===== config.mk =====
export PLATFORM = sky130hd
export DESIGN_NAME = clk_edge_strobe
export DESIGN_NICKNAME = d
export VERILOG_FILES = /design/src/rtl/clk_edge_strobe.sv
export SDC_FILE = /design/constraint.sdc
export NUM_CORES = 1
export LEC_CHECK = 0
export ABC_AREA = 1
export CELL_PAD_IN_SITES_DETAIL_PLACEMENT = 0
export CELL_PAD_IN_SITES_GLOBAL_PLACEMENT = 1
export CORE_MARGIN = 2
export CORE_UTILIZATION = 39
export CTS_BUF_LIST = sky130_fd_sc_hd__clkbuf_4 sky130_fd_sc_hd__clkbuf_8
export DETAILED_ROUTE_END_ITERATION = 16
export HOLD_SLACK_MARGIN = 0.15
export PLACE_DENSITY = 0.83
export SETUP_SLACK_MARGIN = 0.1
export SLEW_MARGIN = 5
export SYNTH_ARGS = -nofsm -noshare
export SYNTH_HDL_FRONTEND = slang
export SYNTH_SLANG_ARGS = --single-unit

===== constraint.sdc =====
create_clock -name clk_in -period 2 [get_ports clk_in]
set_input_delay 0.4 -clock clk_in [delete_from_list [all_inputs] [get_ports clk_in]]
set_output_delay 0.4 -clock clk_in [all_outputs]
set_load 0.05 [all_outputs]

===== src/rtl/clk_edge_strobe.sv =====
// Resynchronises a slow toggling clock into rise/fall strobes and runs counted bursts of rising
// edges. Define CLK_EDGE_STROBE_WATCHDOG_EN to abort stalled bursts after TIMEOUT idle cycles.
module clk_edge_strobe #(
  parameter int unsigned SYNC_STAGES = 2,
  parameter int unsigned CNT_W       = 16,
  parameter int unsigned TIMEOUT     = 1024
) (
  input  logic             clk_in,
  input  logic             reset_n,
  input  logic             div_clk_in,
  input  logic             start,
  input  logic [CNT_W-1:0] burst_len,
  output logic             rise_stb,
  output logic             fall_stb,
  output logic             burst_stb,
  output logic             busy,
  output logic             done,
  output logic [CNT_W-1:0] tick_cnt,
  output logic             stall_err
);

  localparam int unsigned PrimeW = $clog2(SYNC_STAGES + 2);

  typedef enum logic {StIdle, StRun} state_t;

  logic [SYNC_STAGES-1:0] r_sync;
  logic                   r_prev;
  logic [PrimeW-1:0]      r_prime_cnt;
  logic                   w_primed;
  logic                   r_rise;
  logic                   r_fall;

  state_t                 r_state;
  state_t                 w_state_nxt;
  logic [CNT_W-1:0]       r_tick;
  logic [CNT_W-1:0]       w_tick_nxt;
  logic [CNT_W-1:0]       r_len;
  logic [CNT_W-1:0]       w_len_nxt;
  logic                   r_done;
  logic                   w_done_nxt;

  // Until the chain has filled, its contents reflect reset rather than the input.
  assign w_primed = (r_prime_cnt == PrimeW'(SYNC_STAGES + 1));

  always_ff @(posedge clk_in or negedge reset_n) begin
    if (!reset_n) begin
      r_sync      <= '0;
      r_prev      <= 1'b0;
      r_prime_cnt <= '0;
      r_rise      <= 1'b0;
      r_fall      <= 1'b0;
    end else begin
      r_sync <= {r_sync[SYNC_STAGES-2:0], div_clk_in};
      r_prev <= r_sync[SYNC_STAGES-1];
      if (!w_primed) begin
        r_prime_cnt <= r_prime_cnt + PrimeW'(1);
      end
      r_rise <= w_primed & r_sync[SYNC_STAGES-1] & ~r_prev;
      r_fall <= w_primed & ~r_sync[SYNC_STAGES-1] & r_prev;
    end
  end

`ifdef CLK_EDGE_STROBE_WATCHDOG_EN
  localparam int unsigned StallW = $clog2(TIMEOUT + 1);

  logic [StallW-1:0] r_stall_cnt;
  logic [StallW-1:0] w_stall_cnt_nxt;
  logic              r_stall_err;
  logic              w_stall_err_nxt;
`endif

  always_comb begin
    w_state_nxt = r_state;
    w_tick_nxt  = r_tick;
    w_len_nxt   = r_len;
    w_done_nxt  = 1'b0;
`ifdef CLK_EDGE_STROBE_WATCHDOG_EN
    w_stall_cnt_nxt = r_stall_cnt;
    w_stall_err_nxt = r_stall_err;
`endif
    unique case (r_state)
      StIdle: begin
        if (start) begin
          w_tick_nxt = '0;
          w_len_nxt  = burst_len;
`ifdef CLK_EDGE_STROBE_WATCHDOG_EN
          w_stall_err_nxt = 1'b0;
          w_stall_cnt_nxt = StallW'(1);
`endif
          if (burst_len == '0) begin
            w_done_nxt = 1'b1;
          end else begin
            w_state_nxt = StRun;
          end
        end
      end
      StRun: begin
        if (r_rise) begin
          w_tick_nxt = r_tick + CNT_W'(1);
          if (w_tick_nxt == r_len) begin
            w_state_nxt = StIdle;
            w_done_nxt  = 1'b1;
          end
        end
`ifdef CLK_EDGE_STROBE_WATCHDOG_EN
        // Counter holds cycles elapsed since the last strobe (or burst start).
        if (r_rise || r_fall) begin
          w_stall_cnt_nxt = StallW'(1);
        end else begin
          w_stall_cnt_nxt = r_stall_cnt + StallW'(1);
          if (w_stall_cnt_nxt == StallW'(TIMEOUT)) begin
            w_state_nxt     = StIdle;
            w_done_nxt      = 1'b1;
            w_stall_err_nxt = 1'b1;
          end
        end
`endif
      end
      default: w_state_nxt = StIdle;
    endcase
  end

  always_ff @(posedge clk_in or negedge reset_n) begin
    if (!reset_n) begin
      r_state <= StIdle;
      r_tick  <= '0;
      r_len   <= '0;
      r_done  <= 1'b0;
`ifdef CLK_EDGE_STROBE_WATCHDOG_EN
      r_stall_cnt <= '0;
      r_stall_err <= 1'b0;
`endif
    end else begin
      r_state <= w_state_nxt;
      r_tick  <= w_tick_nxt;
      r_len   <= w_len_nxt;
      r_done  <= w_done_nxt;
`ifdef CLK_EDGE_STROBE_WATCHDOG_EN
      r_stall_cnt <= w_stall_cnt_nxt;
      r_stall_err <= w_stall_err_nxt;
`endif
    end
  end

  assign rise_stb  = r_rise;
  assign fall_stb  = r_fall;
  assign busy      = (r_state == StRun);
  assign burst_stb = r_rise & busy;
  assign done      = r_done;
  assign tick_cnt  = r_tick;
`ifdef CLK_EDGE_STROBE_WATCHDOG_EN
  assign stall_err = r_stall_err;
`else
  assign stall_err = 1'b0;
`endif

endmodule


==> reports/metrics.yaml <==
leakage_nw: 1.37
ant_nets: 0
synth_cell_type_count: 24
hold_buffers: 0
insertion_delay_ns: 0.30
nets: 380
fin_crit_ns: 1.84
grt_pass1_vias: 1911
cpPeakStageDelay_ns: 0.80
seqPwrFrac_pct: 40.3
clockPowerShare_pct: 20.3
fin_crit_sh_pct: 91.8
cts_buffers: 5
rows: 27
setup_viol: 0
worst_pin_slew_ns: 0.535
drc: 0
critPathLaunchType: "register"
peakVddDrop_mv: 0.443
critical_path.slowest_cell: "clkdlybuf4s50_1"
netlist_instances: 305
via_per_inst: 4.91
required_ns: 1.60
fp.dieH_um: 79.8
drv_cap: 0
sw_frac_of_total_pct: 43.2
p_comb_share_pct: 39.3
grtUsageTotal_pct: 19.5
status: "complete, no violations"
rsz0062_at_grt: "yes"
initialDrtViolationCount: 138
initial_utilization_pct: 40.5
wirelength_mm: 5.75
antenna_found_initial: 0
drt_pass1_iterations: 4
place_area_um2: 2730
p_sw_mw: 1.21
fmax_mhz: 545
crit_chain: "clkdlybuf4s50_1"
cts_tree: "built"
ios: 42
path_buf_inv: 1
syn_area_um2: 2240
drive_gt1_share_pct: 16.2
synth_seq_cells: 41
fin_setup_tns_ns: 0
cp_max_fo: 1
layoutNonFillerInstCount: 431
cts_sinks: 41
hp-class: "primary input to asynchronous set/reset pin"
area_delta_synth_final_pct: 30.1
power_density_nw_per_um2: 962
slew_headroom_pct: 64.3
cts-root-buf: "clkbuf_8"
core_um2: 5540
seq_area_frac_synth_pct: 45.8
numPlacedInstances: 418
p_int_mw: 1.59
rrSetupSlack_ns: 0.27
grt_start_max_net_pins: 42
yosysWarnings: 0
hold_viol: 0
die_area_um2: 6370
post-route-cell-area_um2: 2920
dp_hpwl_mm: 4.25
r2r_end: "busy$_DFF_PN0_"
diodes: 0
worstSetupPathType: "register to output pin"
path_clk_slew_ns: 0.09
skew_ns: 0.00738
end_kind: "output pin"
synth_nets: 327
syn_avg_cell_area_um2: 7.35
max-clock-path-buffers: 2
slew_violations: 0
num_vias: 2116
gp_congestion: 0.786
reg2reg_depth: 12
dieWidth_um: 79.8
reg2reg_from: "tick_cnt[0]$_DFFE_PN0P_"
htreeDepth: 2
critPathArrivalTime_ns: 1.44
gr-total-overflow: 0
path_delay_family: "buffers and inverters"
port_buffers: 40
avgRoutedWirePerCell_um: 13.3
grt_first_pass_wirelength_mm: 9.40
## state kept, by name (all words and copies together), names as in the netlist
name / count
fall_stb: 1
r_sync: 2
busy: 1
done: 1
rise_stb: 1
r_len: 16
r_prev: 1
r_prime_cnt: 2
tick_cnt: 16
## how the worst max path moves through the flow
stage,start,to,cells after the start
final,done$_DFF_PN0_,done,1
after CTS,rise_stb$_DFF_PN0_,rise_stb,1
after detailed placement,burst_len[5],busy$_DFF_PN0_,6
after global placement,burst_len[7],busy$_DFF_PN0_,6
after global routing,tick_cnt[4]$_DFFE_PN0P_,busy$_DFF_PN0_,11
after floorplan,rise_stb$_DFF_PN0_,busy$_DFF_PN0_,11
## final cells by class
type                       count  area (um2)
fill                         592        2620
timing repair buffer          51         460
multi-input combinational    220        1090
sequential                    41        1030
tap                           72        90.1
inverter                      39         150
clock buffer                   5        68.8
clock inverter                 3        22.5
## layer usage
metal,track usage (%),share of wire [%],vias to the layer above,wire length [um]
met5,0,0,-,0
met3,2.38,4.9,6,280
li1,-,-,1095,-
met1,29.3,51,957,2910
met4,6.10,1.0,0,59
met2,29.2,43,58,2500
## cells in the mapped netlist, drive strengths merged
cell	instances	area, um2
clkinv	2	7.51
inv	37	139
ha	2	25.0
and2	1	6.26
nor4	1	6.26
mux2	1	11.3
o21ai	23	115
xnor2	2	17.5
nand3	31	155
nand3b	4	30.0
nand2	102	390
nand4	11	68.8
buf	2	12.5
o22ai	10	62.6
clkbuf	3	11.3
nor4b	1	8.76
conb	1	3.75
dfrtp	41	1030
nor2	30	145
## logic make-up after synthesis
group / Yosys count / share of synthesized area (%)
AND/OR/NAND/NOR: 181 / 36.2
buffers and inverters: 44 / 7.59
flip-flops: 41 / 45.8
AO/OA/AOI/OAI: 33 / 7.92
adder cells (fa/ha/maj): 2 / 1.12
XOR/XNOR: 2 / 0.781
other: 1 / 0.167
multiplexers: 1 / 0.502
## power groups by stage
stage	Combinational (mW)	Sequential, mW	Clock, mW
6_report	1.10	1.13	0.570
5_1_grt	1.22	1.16	0.620
4_1_cts	1.04	1.13	0.579
3_5_place_dp	1.05	1.14	0
3_3_place_gp	1.05	1.14	0
2_1_floorplan	0.433	1.41	0
## worst reg2reg max path, stage by stage, from the launching register on
cell	delay, ns
dfrtp_2	0.45
ha_4	0.28
inv_1	0.04
nand2_1	0.05
nand3_1	0.07
nor2_1	0.11
nand3_1	0.10
nor2_1	0.11
nand2_1	0.05
nor2_1	0.08
nand3_1	0.12
nor2_1	0.13
nor2_1	0.05
## metrics by stage
stage	worst slack [ns]	hold slack [ns]	power (mW)	util [%]
final	0.164	0.157	2.81	52.7
after detailed placement	0.178	0.342	2.19	49.3
after floorplan	0.105	0.104	1.84	-
after global routing	0.0591	0.188	2.99	52.7
after global placement	0.166	0.338	2.19	49.3
after CTS	0.112	0.174	2.74	50.8
## placed cells by master, fill, tap and decap left out
master	netlist	layout
nand2_1	99	96
inv_1	37	36
dfrtp_1	41	35
nand3_1	31	30
buf_4	1	21
nor2_1	23	20
o21ai_0	20	20
clkdlybuf4s50_1	0	20
nand4_1	11	11
o22ai_1	10	10
nor2_2	4	6
dfrtp_2	0	6
dlygate4sd2_1	0	6
nand2_2	3	5
clkbuf_8	0	5
clkinvlp_4	0	4
nor2_4	3	4
nand3b_1	4	4
o21ai_1	3	2
xnor2_1	2	2
clkinv_1	2	2
dlymetal6s2s_1	0	2
nand2_4	0	1
and2_1	1	1
nand3_2	0	1
nor4_1	1	1
nor4b_1	1	1
o21ai_2	0	1
mux2_2	1	1
ha_1	2	1
ha_4	0	1
conb_1	1	1
buf_2	1	1
buf_12	0	1
## timing repair
item,in CTS,in global routing
cloned,0,0
buffers inserted,0,5
gates resized for setup,6,17
pin swaps,0,7
endpoints found under the setup margin,6,4
(Power assumes the default switching activity.)
==> RTL edit 1 (same settings) <==
Make the reset (`reset_n`) synchronous in 2 clocked blocks.
--- a/src/rtl/clk_edge_strobe.sv
+++ b/src/rtl/clk_edge_strobe.sv
@@ -43,5 +43,5 @@
   assign w_primed = (r_prime_cnt == PrimeW'(SYNC_STAGES + 1));
 
-  always_ff @(posedge clk_in or negedge reset_n) begin
+  always_ff @(posedge clk_in) begin
     if (!reset_n) begin
       r_sync      <= '0;
@@ -121,5 +121,5 @@
   end
 
-  always_ff @(posedge clk_in or negedge reset_n) begin
+  always_ff @(posedge clk_in) begin
     if (!reset_n) begin
       r_state <= StIdle;
Function: differs if reset_n is asserted again (counterexample within 4 cycles, from zero or initial values and one cycle with reset_n low); with reset_n held inactive, the same outputs for 10 cycles.
==> RTL edit 1 against the original RTL <==
- design area down 2.6%
- maximum frequency down 0.58%
- sequential cell count unchanged
- area after synthesis down 0.56%
- non-clock buffer count unchanged
- die area down 0.53%
- routed wire length up 0.56%
- setup slack worse by 0.011 ns
- critical endpoint is now rise_stb
Power is not compared: it rests on default switching activity, and its combinational part moved more than twofold at a synthesized area within 25%.
==> RTL edit 1: results (changes against the original RTL) <==
\begin{tabular}{lr}
\hline
Metric & Value \\
\hline
\multicolumn{2}{l}{\textbf{Run status}} \\
\quad Status & finished clean \\
\multicolumn{2}{l}{\textbf{Synth}} \\
\quad Synth cell count leaders & sky130\_fd\_sc\_hd\_\_nand2\_1 (94), sky130\_fd\_sc\_hd\_\_dfxtp\_1 (41), sky130\_fd\_sc\_hd\_\_nor2\_1 (37) \\
\quad Portion of the post-synthesis area used by sequential elements & 36.8\% (-8.9 points) \\
\quad Average size of a mapped cell & 6.62 um2 (-10\%) \\
\quad Post-synth net total & 359 (+9.8\%) \\
\quad Fraction of synthesis flops using an asynchronous set or reset pin & 0\% (-100 points) \\
\quad Number of library cell types mapped by synthesis & 32 (+33\%) \\
\quad Prevailing post-synth register cell & sky130\_fd\_sc\_hd\_\_dfxtp\_1 \\
\quad Most area-consuming cells after synthesis & sky130\_fd\_sc\_hd\_\_dfxtp\_1 (37\%), sky130\_fd\_sc\_hd\_\_nand2\_1 (16\%), sky130\_fd\_sc\_hd\_\_nand3\_1 (7.2\%), sky130\_fd\_sc\_hd\_\_nor2\_1 (6.2\%), sky130\_fd\_sc\_hd\_\_inv\_1 (5.6\%) \\
\multicolumn{2}{l}{\textbf{STA}} \\
\quad Final worst clock skew & 0.00593 ns (-0.00145 ns) \\
\quad Actual slew at the worst max-slew pin & 0.507 ns (-0.0276 ns) \\
\multicolumn{2}{l}{\textbf{Final layout}} \\
\quad Register Area & 825 um2 (-20\%) \\
\quad NumNets Final & 408 (+7.4\%) \\
\quad Fillers & 565 (-4.6\%) \\
\multicolumn{2}{l}{\textbf{Routing}} \\
\quad Avg Vias per Cell & 4.90 (-0.20\%) \\
\quad Average wire length per cell after detail routing & 12.6 um (-5.6\%) \\
\quad Pre-antenna DRT Iters & 5 (+1) \\
\quad Detail Route met3 WL & 283 um (+1.1\%) \\
\quad Detailed-route wire length on metal 1 & 2890 um (-0.93\%) \\
\quad Total length of routed met2 wires & 2530 um (+1.0\%) \\
\quad Routed vias & 2,249 (+6.3\%) \\
\quad Iter 0 DRT Violations & 119 (-14\%) \\
\multicolumn{2}{l}{\textbf{Placed design}} \\
\quad Placer congestion estimate & 0.826 (+5.2\%) \\
\quad Placed standard-cell area & 2740 um2 (+0.55\%) \\
\quad Number of instances in the placed design & 451 (+7.9\%) \\
\multicolumn{2}{l}{\textbf{GRT}} \\
\quad Wire length of the first global-routing pass & 9320 um (-0.88\%) \\
\quad Global routing usage summed across all routing layers & 19.2\% (-0.29 points) \\
\quad Largest net degree at the start of global routing & 22 (-48\%) \\
\multicolumn{2}{l}{\textbf{Setup path}} \\
\quad Largest fanout of any net on the critical path & 2 (+1) \\
\hline
\end{tabular}
## RTL edit 1: changes by cell type in the layout (fill, tap and decap cells not counted), moves of 6 or more
cell / delta
sky130_fd_sc_hd__dfrtp_2: -6
sky130_fd_sc_hd__dfxtp_1: +38
sky130_fd_sc_hd__o22ai_1: -10
sky130_fd_sc_hd__dfrtp_1: -35
sky130_fd_sc_hd__a21oi_1: +23
sky130_fd_sc_hd__nor2_1: +17
## RTL edit 1: worst paths after layout
path	startpoint	endpoint	slack (ns)	cells past startpoint
hold / removal	r_prev	rise_stb	0.43	1
setup / recovery	rise_stb	rise_stb	0.15	1
setup reg to reg	tick_cnt[3]	busy	0.26	13
hold reg to reg	r_prev	rise_stb	0.43	1
## RTL edit 1: cell type report
type                    instances  share of cell area (%)
multi-input cells             252                    44.0
flip-flops and latches         41                    29.0
repair buffers                 51                    15.9
inverters                      35                    4.62
well taps                      72                    3.17
clock buffers                   6                    2.69
clock inverters                 2                   0.528
## RTL edit 1: routing by layer
layer | GRT usage [%] | vias to the layer above
met1 | 26.0 | 996
li1 | - | 1192
met2 | 30.8 | 52
met5 | 0 | -
met3 | 3.39 | 9
met4 | 6.38 | 0
## RTL edit 1: kinds of logic after synthesis
kind of cell             after synthesis  synth area share, %
AND/OR/NAND/NOR                      201                 41.8
AO/OA/AOI/OAI                         45                 10.7
buffers and inverters                 44                 7.63
flip-flops                            41                 36.8
XOR/XNOR                               3                 1.80
adder cells (fa/ha/maj)                2                 1.12
other                                  1                0.168
## RTL edit 1: stage by stage
step           hold WS, ns  total power, mW  setup slack, ns
6_report             0.425             1.65            0.153
5_1_grt              0.443             1.73            0.110
4_1_cts              0.426             1.67            0.110
3_5_place_dp         0.412             1.11           0.0626
3_3_place_gp         0.406             1.11           0.0960
2_1_floorplan        0.390             1.02           0.0893
==> RTL edit 2 (same settings) <==
Without the edit above. Change the parameter `CNT_W` from 16 to 12.
--- a/src/rtl/clk_edge_strobe.sv
+++ b/src/rtl/clk_edge_strobe.sv
@@ -3,5 +3,5 @@
 module clk_edge_strobe #(
   parameter int unsigned SYNC_STAGES = 2,
-  parameter int unsigned CNT_W       = 16,
+  parameter int unsigned CNT_W       = 12,
   parameter int unsigned TIMEOUT     = 1024
 ) (
Ports: changed (resized burst_len and tick_cnt); port bits go from 42 to 34. No check against the original RTL was run, so the function may have changed too.
==> RTL edit 2 against the original RTL <==
- critical path depth is the same
- combinational power is 24% lower
- first-iteration DRC count down 51%
- clock power shrank 2%
- critical path type unchanged
- routed wire length decreased by 31%
- sequential share of layout area increased by 1.5 points
- final cell count fell by 25%
- setup slack improved by 0.034 ns
- area after synthesis fell by 22%
- sequential power fell by 20%
- design area is 23% lower
- total power shrank 18%
- sequential cell count is 8 lower
==> RTL edit 2: results (changes against the original RTL) <==
\begin{tabular}{lr}
\hline
Metric & Value \\
\hline
\multicolumn{2}{l}{\textbf{GRT}} \\
\quad Global routing usage summed across all routing layers & 17.9\% (-1.6 points) \\
\quad Largest net degree at the start of global routing & 34 (-19\%) \\
\multicolumn{2}{l}{\textbf{Setup path}} \\
\quad R2r setup slk & 0.34 ns (+0.07 ns) \\
\quad Data arrival time at the worst-slack endpoint & 1.40 ns (-0.04 ns) \\
\multicolumn{2}{l}{\textbf{Placed design}} \\
\quad Placer congestion estimate & 0.796 (+1.3\%) \\
\quad Post-Place Worst Slack & 0.245 ns (+0.0675 ns) \\
\quad HPWL Detailed & 3070 um (-28\%) \\
\quad Port bufs & 32 (-20\%) \\
\quad Placed standard-cell area & 2140 um2 (-22\%) \\
\multicolumn{2}{l}{\textbf{Final layout}} \\
\quad NumNets Final & 288 (-24\%) \\
\quad Share of layout cells above drive strength 1 & 11.5\% (-4.7 points) \\
\multicolumn{2}{l}{\textbf{Synth}} \\
\quad Synth cell count leaders & sky130\_fd\_sc\_hd\_\_nand2\_1 (75), sky130\_fd\_sc\_hd\_\_dfrtp\_1 (33), sky130\_fd\_sc\_hd\_\_inv\_1 (26) \\
\quad Average size of a mapped cell & 7.62 um2 (+3.7\%) \\
\quad Number of library cell types mapped by synthesis & 25 (+4.2\%) \\
\quad Portion of the post-synthesis area used by sequential elements & 47.3\% (+1.6 points) \\
\multicolumn{2}{l}{\textbf{Clocking}} \\
\quad Clk slew on worst S/H paths & 0.07 ns (-0.02 ns) \\
\multicolumn{2}{l}{\textbf{Run status}} \\
\quad Status & finished clean \\
\multicolumn{2}{l}{\textbf{STA}} \\
\quad Final worst clock skew & 0.00639 ns (-0.000990 ns) \\
\quad Normalized max-slew margin & 65.9\% (+1.5 points) \\
\multicolumn{2}{l}{\textbf{Worst hold path}} \\
\quad Hold Crit Class & reg -> reg \\
\multicolumn{2}{l}{\textbf{Routing}} \\
\quad Average wire length per cell after detail routing & 12.4 um (-7.1\%) \\
\quad Routed vias & 1,520 (-28\%) \\
\quad Iter 0 DRT Violations & 68 (-51\%) \\
\multicolumn{2}{l}{\textbf{Power}} \\
\quad LEAKAGE & 1.08 nW (-21\%) \\
\quad Worst voltage drop across the vdd grid & 0.541 mV (+22\%) \\
\hline
\end{tabular}
==> RTL edit 2: changes by cell type after synthesis, moves of 5 or more <==
cell,change
sky130_fd_sc_hd__nand4_1,-9
sky130_fd_sc_hd__o21ai_0,-5
sky130_fd_sc_hd__dfrtp_1,-8
sky130_fd_sc_hd__inv_1,-11
sky130_fd_sc_hd__nand2_1,-24
sky130_fd_sc_hd__nand3_1,-7
==> RTL edit 2: logic make-up (layout without fill, tap and decap cells) <==
family / Yosys count / after routing / share of synthesized area (%)
xor+xnor: 2 / 2 / 1.79
other cells: 1 / 1 / 0.215
compound gates: 24 / 24 / 7.31
simple gates: 135 / 135 / 33.9
flops: 33 / 33 / 47.3
mux: 1 / 1 / 0.645
buf+inv: 30 / 71 / 6.67
fa+ha+maj: 3 / 3 / 2.15
==> RTL edit 2: metal layers <==
metal / routed length, um / up-vias / track usage, %
met1: 2080 / 667 / 26.6
met5: 0 / - / 0
met4: 33 / 0 / 5.66
met2: 1700 / 31 / 25.6
met3: 176 / 2 / 4.56
li1: - / 820 / -
==> RTL edit 2: final cells by class <==
class                           count  area, um2
Tap cell                           52       65.1
Multi-Input combinational cell    166        808
Inverter                           27        101
Sequential cell                    33        828
Fill cell                         440       2080
Clock inverter                      1       5.00
Clock buffer                        7       96.3
Timing Repair Buffer               36        342
==> RTL edit 2: power by group through the flow <==
stage / clock [mW] / sequential (mW) / combinational, mW
after floorplan: 0 / 1.13 / 0.347
after global placement: 0 / 0.913 / 0.844
after detailed placement: 0 / 0.915 / 0.849
after CTS: 0.571 / 0.902 / 0.838
after global routing: 0.607 / 0.925 / 0.922
final: 0.559 / 0.906 / 0.837
==> RTL edit 2: worst min-delay path by stage <==
stage	end	slack [ns]	depth (start not counted)	startpoint
after floorplan	busy	0.10	0	reset_n
after global placement	r_sync[1]	0.33	0	r_sync[0]
after detailed placement	r_sync[1]	0.34	0	r_sync[0]
after CTS	r_sync[1]	0.36	0	r_sync[0]
after global routing	r_sync[1]	0.37	0	r_sync[0]
final	r_sync[1]	0.35	0	r_sync[0]
==> RTL edit 2: stage by stage <==
step                      std cells  hold slack (ns)
after detailed placement        314            0.340
after CTS                       322            0.357
after global placement          314            0.335
final                           322            0.353
after global routing            322            0.368
after floorplan                 229            0.104
==> RTL edit 2: timing repair <==
| action | in CTS | in global routing |
|---|---|---|
| gates resized for setup | 5 | 5 |
| endpoints found under the setup margin | 5 | 4 |
| gates cloned | 0 | 0 |
